==> src/rtl/router_pkg.sv <==
// Shared definitions for the 1x3 router control path: state codes, destination
// addresses and the per-address FIFO-empty selector.
package router_pkg;

  typedef enum logic [3:0] {
    DA  = 4'd0,  // DECODE_ADDRESS
    LFD = 4'd1,  // LOAD_FIRST_DATA
    LD  = 4'd2,  // LOAD_DATA
    WTE = 4'd3,  // WAIT_TILL_EMPTY
    FFS = 4'd4,  // FIFO_FULL_STATE
    LAF = 4'd5,  // LOAD_AFTER_FULL
    LP  = 4'd6,  // LOAD_PARITY
    CPE = 4'd7   // CHECK_PARITY_ERROR
  } state_e;

  localparam logic [1:0] ADDR0 = 2'd0;
  localparam logic [1:0] ADDR1 = 2'd1;
  localparam logic [1:0] ADDR2 = 2'd2;

  // Address 3 has no FIFO behind it, so it never reports empty.
  function automatic logic sel_empty(input logic [1:0] addr, input logic [2:0] empty);
    logic res;
    case (addr)
      ADDR0:   res = empty[0];
      ADDR1:   res = empty[1];
      ADDR2:   res = empty[2];
      default: res = 1'b0;
    endcase
    return res;
  endfunction

endpackage

==> src/rtl/router_ctrl_fsm_if.sv <==
// Signal bundle between the router control FSM and its surroundings
// (packet source, destination FIFOs, register block).
interface router_ctrl_fsm_if;

  logic       packet_valid;
  logic [1:0] data_in;
  logic       fifo_full;
  logic       fifo_empty_0;
  logic       fifo_empty_1;
  logic       fifo_empty_2;
  logic       soft_reset_0;
  logic       soft_reset_1;
  logic       soft_reset_2;
  logic       parity_done;
  logic       low_packet_valid;

  logic       write_enb_reg;
  logic       detect_add;
  logic       ld_state;
  logic       laf_state;
  logic       lfd_state;
  logic       full_state;
  logic       rst_int_reg;
  logic       busy;
  logic [3:0] present_state;
  logic [3:0] next_state;

  // FSM side
  modport slave (
    input  packet_valid, data_in, fifo_full,
    input  fifo_empty_0, fifo_empty_1, fifo_empty_2,
    input  soft_reset_0, soft_reset_1, soft_reset_2,
    input  parity_done, low_packet_valid,
    output write_enb_reg, detect_add, ld_state, laf_state, lfd_state,
    output full_state, rst_int_reg, busy, present_state, next_state
  );

  // Environment side
  modport master (
    output packet_valid, data_in, fifo_full,
    output fifo_empty_0, fifo_empty_1, fifo_empty_2,
    output soft_reset_0, soft_reset_1, soft_reset_2,
    output parity_done, low_packet_valid,
    input  write_enb_reg, detect_add, ld_state, laf_state, lfd_state,
    input  full_state, rst_int_reg, busy, present_state, next_state
  );

endinterface

==> src/rtl/router_ctrl_fsm.sv <==
// Control FSM of the 1x3 packet router: decodes the header address, sequences
// header/payload/parity loading and handles full stalls and busy destinations.
module router_ctrl_fsm
  import router_pkg::*;
(
  input  logic               clk,
  input  logic               resetn,
  router_ctrl_fsm_if.slave   bus
);

  logic [3:0] state_q, state_d;
  logic [1:0] addr_q, addr_d;
  logic [2:0] empty_vec;
  logic       soft_any;

  assign empty_vec = {bus.fifo_empty_2, bus.fifo_empty_1, bus.fifo_empty_0};
  assign soft_any  = bus.soft_reset_0 | bus.soft_reset_1 | bus.soft_reset_2;

  // The header address is latched so WTE keeps watching the right FIFO even
  // after the source moves on to payload bytes.
  assign addr_d = (state_q == DA && bus.packet_valid) ? bus.data_in : addr_q;

  always_ff @(posedge clk) begin
    if (!resetn) begin
      state_q <= DA;
      addr_q  <= ADDR0;
    end else begin
      state_q <= soft_any ? DA : state_d;
      addr_q  <= addr_d;
    end
  end

  always_comb begin
    state_d = DA;
    case (state_q)
      DA: begin
        if (bus.packet_valid && bus.data_in != 2'd3)
          state_d = sel_empty(bus.data_in, empty_vec) ? LFD : WTE;
        else
          state_d = DA;
      end
      LFD: state_d = LD;
      LD: begin
        if (bus.fifo_full)          state_d = FFS;
        else if (!bus.packet_valid) state_d = LP;
        else                        state_d = LD;
      end
      WTE: state_d = sel_empty(addr_q, empty_vec) ? LFD : WTE;
      FFS: state_d = bus.fifo_full ? FFS : LAF;
      LAF: begin
        if (bus.parity_done)           state_d = DA;
        else if (bus.low_packet_valid) state_d = LP;
        else                           state_d = LD;
      end
      LP:  state_d = CPE;
      CPE: state_d = bus.fifo_full ? FFS : DA;
      default: state_d = DA;
    endcase
  end

  always_comb begin
    bus.detect_add    = 1'b0;
    bus.lfd_state     = 1'b0;
    bus.ld_state      = 1'b0;
    bus.laf_state     = 1'b0;
    bus.full_state    = 1'b0;
    bus.rst_int_reg   = 1'b0;
    bus.write_enb_reg = 1'b0;
    bus.busy          = 1'b0;
    case (state_q)
      DA:  bus.detect_add = 1'b1;
      LFD: begin
        bus.lfd_state = 1'b1;
        bus.busy      = 1'b1;
      end
      LD: begin
        bus.ld_state      = 1'b1;
        bus.write_enb_reg = 1'b1;
      end
      WTE: bus.busy = 1'b1;
      FFS: begin
        bus.full_state = 1'b1;
        bus.busy       = 1'b1;
      end
      LAF: begin
        bus.laf_state     = 1'b1;
        bus.write_enb_reg = 1'b1;
        bus.busy          = 1'b1;
      end
      LP: begin
        bus.write_enb_reg = 1'b1;
        bus.busy          = 1'b1;
      end
      CPE: begin
        bus.rst_int_reg = 1'b1;
        bus.busy        = 1'b1;
      end
      default: ;
    endcase
  end

  assign bus.present_state = state_q;
  assign bus.next_state    = state_d;

endmodule

==> src/flat_wrapper.sv <==
// flat-port wrapper written by rule: the top's interface ports become plain ports
module router_ctrl_fsm_flat import router_pkg::*;
  (clk, resetn, bus_packet_valid, bus_data_in, bus_fifo_full, bus_fifo_empty_0, bus_fifo_empty_1, bus_fifo_empty_2, bus_soft_reset_0, bus_soft_reset_1, bus_soft_reset_2, bus_parity_done, bus_low_packet_valid, bus_write_enb_reg, bus_detect_add, bus_ld_state, bus_laf_state, bus_lfd_state, bus_full_state, bus_rst_int_reg, bus_busy, bus_present_state, bus_next_state);
  router_ctrl_fsm_if bus_i ();
  input  logic clk;
  input  logic resetn;
  input wire logic [$bits(bus_i.packet_valid)-1:0] bus_packet_valid;
  input wire logic [$bits(bus_i.data_in)-1:0] bus_data_in;
  input wire logic [$bits(bus_i.fifo_full)-1:0] bus_fifo_full;
  input wire logic [$bits(bus_i.fifo_empty_0)-1:0] bus_fifo_empty_0;
  input wire logic [$bits(bus_i.fifo_empty_1)-1:0] bus_fifo_empty_1;
  input wire logic [$bits(bus_i.fifo_empty_2)-1:0] bus_fifo_empty_2;
  input wire logic [$bits(bus_i.soft_reset_0)-1:0] bus_soft_reset_0;
  input wire logic [$bits(bus_i.soft_reset_1)-1:0] bus_soft_reset_1;
  input wire logic [$bits(bus_i.soft_reset_2)-1:0] bus_soft_reset_2;
  input wire logic [$bits(bus_i.parity_done)-1:0] bus_parity_done;
  input wire logic [$bits(bus_i.low_packet_valid)-1:0] bus_low_packet_valid;
  output wire logic [$bits(bus_i.write_enb_reg)-1:0] bus_write_enb_reg;
  output wire logic [$bits(bus_i.detect_add)-1:0] bus_detect_add;
  output wire logic [$bits(bus_i.ld_state)-1:0] bus_ld_state;
  output wire logic [$bits(bus_i.laf_state)-1:0] bus_laf_state;
  output wire logic [$bits(bus_i.lfd_state)-1:0] bus_lfd_state;
  output wire logic [$bits(bus_i.full_state)-1:0] bus_full_state;
  output wire logic [$bits(bus_i.rst_int_reg)-1:0] bus_rst_int_reg;
  output wire logic [$bits(bus_i.busy)-1:0] bus_busy;
  output wire logic [$bits(bus_i.present_state)-1:0] bus_present_state;
  output wire logic [$bits(bus_i.next_state)-1:0] bus_next_state;
  assign bus_i.packet_valid = bus_packet_valid;
  assign bus_i.data_in = bus_data_in;
  assign bus_i.fifo_full = bus_fifo_full;
  assign bus_i.fifo_empty_0 = bus_fifo_empty_0;
  assign bus_i.fifo_empty_1 = bus_fifo_empty_1;
  assign bus_i.fifo_empty_2 = bus_fifo_empty_2;
  assign bus_i.soft_reset_0 = bus_soft_reset_0;
  assign bus_i.soft_reset_1 = bus_soft_reset_1;
  assign bus_i.soft_reset_2 = bus_soft_reset_2;
  assign bus_i.parity_done = bus_parity_done;
  assign bus_i.low_packet_valid = bus_low_packet_valid;
  assign bus_write_enb_reg = bus_i.write_enb_reg;
  assign bus_detect_add = bus_i.detect_add;
  assign bus_ld_state = bus_i.ld_state;
  assign bus_laf_state = bus_i.laf_state;
  assign bus_lfd_state = bus_i.lfd_state;
  assign bus_full_state = bus_i.full_state;
  assign bus_rst_int_reg = bus_i.rst_int_reg;
  assign bus_busy = bus_i.busy;
  assign bus_present_state = bus_i.present_state;
  assign bus_next_state = bus_i.next_state;
  router_ctrl_fsm u_core (.clk(clk), .resetn(resetn), .bus(bus_i));
endmodule
==> config.mk <==
export PLATFORM = sky130hd
export DESIGN_NAME = router_ctrl_fsm_flat
export DESIGN_NICKNAME = d
export VERILOG_FILES = /design/src/rtl/router_pkg.sv /design/src/rtl/router_ctrl_fsm_if.sv /design/src/rtl/router_ctrl_fsm.sv /design/src/flat_wrapper.sv
export SDC_FILE = /design/constraint.sdc
export NUM_CORES = 1
export LEC_CHECK = 0
export ABC_CLOCK_PERIOD_IN_PS = 1800
export CAP_MARGIN = 10
export CORE_MARGIN = 1
export CORE_UTILIZATION = 33
export CTS_CLUSTER_SIZE = 28
export DETAILED_ROUTE_END_ITERATION = 7
export GPL_TIMING_DRIVEN = 1
export PLACE_DENSITY = 0.76
export SYNTH_ARGS = -nofsm -noshare
export SYNTH_HDL_FRONTEND = slang
export SYNTH_SLANG_ARGS = --single-unit
==> constraint.sdc <==
create_clock -name clk -period 1.8 [get_ports clk]
set_input_delay 0.36 -clock clk [delete_from_list [all_inputs] [get_ports clk]]
set_output_delay 0.36 -clock clk [all_outputs]
set_load 0.02 [all_outputs]
# Word level (Yosys, flattened, before mapping)
# Cells that the tools add are included.
# word_totals
regBits	6
inputBits	14
out_inout_bits	16
wordCells	48
# op_classes
eq_ne	12
mux	23
n_bitwise	3
n_reduce_logical	8
# op_table
cell	n
4-bit one-hot mux with 8 select lines	1
4-bit by 3-bit == test with 1-bit output, second input constant	4
1-bit 2-to-1 mux	12
4-bit 2-to-1 mux	3
3-bit 2-to-1 mux	3
4-bit by 2-bit == test with 1-bit output, second input constant	2
1-bit one-hot mux with 3 select lines	2
6-bit OR reduction	1
2-bit by 1-bit == test with 1-bit output, second input constant	2
2-bit == test, second input constant	2
4-bit by 1-bit == test with 1-bit output, second input constant	1
2-bit zero test	2
4-bit zero test	1
2-bit 2-to-1 mux	2
3-bit OR reduction	1
1-bit logical AND	2
2-bit != test, second input constant	1
1-bit OR	2
2-bit OR reduction	1
1-bit inverter	1

# Depth between registers and ports, before layout
# depth
ltp_word	7
ltp_mapped	4
ltp_nobuf	3

# Worst setup path before layout
# No wires, ideal clock.
# synth_timing
path_kind	reg-to-output
startpoint	reg u_core.state_q[0], in the netlist u_core.bus.present_state[0]
endpoint	out bus_next_state[1]
arrival_time_ns	1.239
required_ns	1.440
slack_ns	0.201
stages_incl_launch_ff	5
path_buffers	1
cell_sequence	dfxtp_1 > buf_4 > nor4b_4 > nand4_1 > nand3_1
# synth_between
elab_chain_cells	2
elab_cells_between_ends	9
cone_classes	eq/ne (7); mux (1); reduce/logical (1)
# synth_rtl
item	line_no	rtl
from (decl)	router_ctrl_fsm.sv:11	logic [3:0] state_q, state_d;
from (signal assigned)	router_ctrl_fsm.sv:28	state_q <= soft_any ? DA : state_d;
4-bit by 3-bit == test with 1-bit output, or another cell as far along	router_ctrl_fsm.sv:35	case (state_q)
4-bit one-hot mux with 8 select lines *	router_ctrl_fsm.sv:35	
to (decl)	flat_wrapper.sv:27	output wire logic [$bits(bus_i.next_state)-1:0] bus_next_state;
# Every way passes the cells marked *; elsewhere a longest branch is shown, timed or not.

# Worst setup path after layout
# Ends and elaborated chain as after synthesis.

==> metrics.md <==
| Metric | Value |
|---|---|
| Endpoints failing setup | `1` |
| Clk_skew | `between 0.00007 and 0.00008 ns` |
| Leading area contributor after synthesis | `dfxtp_1` |
| Combinational share of power | `~29%` |
| Synth Cell Area | `about 440 um^2` |
| Die area | `0.00147 mm^2` |
| FF/Latch Area | `about 110 um^2` |
| Layout Nets | `around 110` |
| Setup TNS | `-0.000952 ns` |
| Post-synthesis sequential area ratio | `about 23%` |
| Power Total | `roughly 0.34 mW` |
| Switching share of power | `a little over a quarter` |
| Largest net degree at the start of global routing | `12` |
| First-pass GRT wire length | `2150 um` |
| Maximum clock rate | `roughly 0.56 GHz` |
| Final Hold Viols | `0` |
| Final Slew Violations | `0` |
| Most frequent cell after synthesis | `dfxtp_1` |
| Worst setup margin | `-0.000952 ns` |
| Primary FF master, synth | `dfxtp_1` |
| PortBufs | `27` |
| CTS H-tree depth | `1` |
| RSZ-0062 raised after global routing | `yes` |
| Power per Cell Area | `about 400 mW/mm^2` |
| Largest cells by area after synthesis | `dfxtp_1 23%, mux2i_1 6.9%, nor2b_1 5.7%` |
| Antenna diodes | `0` |
| Die width | `approximately 38 um` |
| CP arrival | `between 1 and 1.5 ns` |
| Routed WL | `around 1400 um` |
| DR vias | `565` |
| Clk root buf | `clkbuf_4` |
| Class of the worst hold path | `reg -> reg` |
| Slowest-stage cell, CP | `dfxtp_4` |
| Leakage power | `~0.44 nW` |
| Vias per inst | `approximately 5.0` |
| Final period util | `100%` |
| Initial Util | `a little under two fifths` |
| Crit path max fanout | `7` |
| Data required time of the worst path | `roughly 1.4 ns` |
| Rows | `12` |
| Max clock buf depth | `2` |
| CTS sink cnt | `5` |
| CP startpoint kind | `flip-flop` |
| Routability Congestion | `between 0.7 and 0.8` |
| DPL Wire Length | `995 um` |
| Yosys reg bits | `5` |
| Detailed Routing Iterations Pass 1 | `3` |
| Overall Global Routing Usage | `between 20% and 30%` |
| Initial DRC Count | `8` |
| DRC | `0` |
| Layout cell share with drive strength beyond 1 | `roughly 44%` |
| Psw | `between 0.08 and 0.09 mW` |
| FF-to-FF path depth | `6` |
| Peak supply drop | `0.536 mV` |
| Int Pwr | `roughly 0.25 mW` |
| CP endpoint kind | `output pin` |
| Fillers | `slightly below 90` |
| Hold path depth | `2` |
| Initial antenna violation count | `0` |
| Unique masters post-synth | `30` |
| Yosys warns | `0` |
| Sequential share of power | `33.6%` |
| Fin util | `roughly three quarters` |
| EDFF count, synth | `0` |
| CP cell instances | `nor4b_4 > buf_4 > nand4_1 > nand3_1 > buf_6` |
| Post-synth top cells | `5 x dfxtp_1, 4 x nor2b_1` |
| P&R area growth vs syn | `98.9%` |
| Hold Buf Count CTS | `0` |
| Post-Syn Area per Cell | `8.22 um^2` |
| Multi-input logic area | `~320 um^2` |
| Delay of the slowest cell on the worst path | `around 0.36 ns` |
| Tmin final | `between 1.5 and 2 ns` |
| Congestion Overflow GR | `0` |
| Post-synthesis async set-or-reset flop share | `0%` |
| CTS tree | `yes` |
| Die Height | `between 30 and 40 um` |
| WL/cell | `about 13 um` |
| Routed Antenna Nets | `0` |
| Clk network pwr share | `between 30% and 40%` |
| Failing checks | `setup timing` |
| Clk_lat worst skew | `between 0.2 and 0.25 ns` |
| Critical path type | `reg -> out` |
| IO Pins | `30` |
| Post-Syn Instances | `53` |
| Yosys top cell area share | `a little under a quarter` |
| Status | `finished, violations left` |
| Core area | `about 0.0012 mm^2` |
| Clock-pin slew on the worst setup and hold paths | `roughly 0.040 ns` |
| Max Cap Violations | `0` |
| Vias in the first global route | `between 500 and 600` |
| WHS | `between 0.5 and 0.6 ns` |
| CTS buffer count | `3` |
==> critical path: cells and delay by family, from the launching register on <==
| kind | cells | cell delay (ns) |
|---|---|---|
| buffers and inverters | 2 | 0.28 |
| DFF | 1 | 0.36 |
| and+or+nand+nor | 3 | 0.55 |
==> kinds of logic (layout without fill, tap and decap cells) <==
family                 Yosys count  after routing  share of synthesized area [%]
XOR/XNOR                         1              1                           2.01
flip-flops                       5              5                           23.0
other                            1              2                          0.861
multiplexers                     3              3                           6.90
AND/OR/NAND/NOR                 26             26                           40.2
AO/OA/AOI/OAI                   10             10                           16.4
buffers and inverters            7             52                           10.6
==> cell usage in the layout, fill, tap and decap left out, drive strengths merged, types with 2 or more instances in the layout <==
cell / instances
nor2: 3
a22oi: 3
a31oi: 2
clkdlybuf4s50: 10
buf: 25
nand2: 3
conb: 2
or2: 3
nand3b: 2
nor2b: 4
clkbuf: 5
nand3: 2
dlygate4sd2: 9
nand2b: 2
inv: 2
mux2i: 3
dfxtp: 5
==> flip-flops by register name, indices dropped and copies added (netlist names) <==
register                  flops
u_core.bus.present_state      3
u_core.addr_q                 2
==> final timing paths <==
kind / start / to / slack (ns)
setup / recovery: u_core.bus.present_state[0] / bus_next_state[1] / -0.001
hold / removal: u_core.addr_q[1] / u_core.addr_q[1] / 0.54
setup reg to reg: u_core.bus.present_state[0] / u_core.addr_q[0] / 0.42
hold reg to reg: u_core.addr_q[1] / u_core.addr_q[1] / 0.54
==> timing repair <==
action                                  in CTS  in global routing
buffers inserted                             2                  3
gates resized for setup                     44                 13
pin swaps                                    4                  5
endpoints found under the setup margin      13                  6
==> power groups by stage <==
stage	registers (mW)	logic [mW]	clock network, mW
2_1_floorplan	0.119	0.0402	0
3_3_place_gp	0.120	0.0899	0
3_5_place_dp	0.120	0.0910	0
4_1_cts	0.117	0.0962	0.136
5_1_grt	0.116	0.107	0.140
6_report	0.116	0.101	0.128
==> stage by stage <==
step | instance area, um^2 | setup WS (ns) | std cells
after global routing | 866 | -0.0592 | 113
after detailed placement | 793 | -0.590 | 104
after CTS | 857 | -0.0146 | 110
final | 866 | -0.000952 | 113
after global placement | 793 | -0.562 | 104
after floorplan | 439 | 0.201 | 54
==> layer usage <==
metal	part of all wire (%)	track usage, %	vias to the layer above
met1	43	24.3	258
met4	4.5	13.4	0
met3	5.7	9.30	8
met5	0	0	-
li1	-	-	275
met2	47	35.2	24
==> layout make-up <==
type | count | area share (%)
Sequential cell | 5 | 12.6
Inverter | 2 | 0.867
Tap cell | 14 | 2.02
Timing Repair Buffer | 46 | 44.7
Clock buffer | 4 | 3.03
Multi-Input combinational cell | 42 | 36.8
No activity file was read; power rests on OpenSTA's default activity.
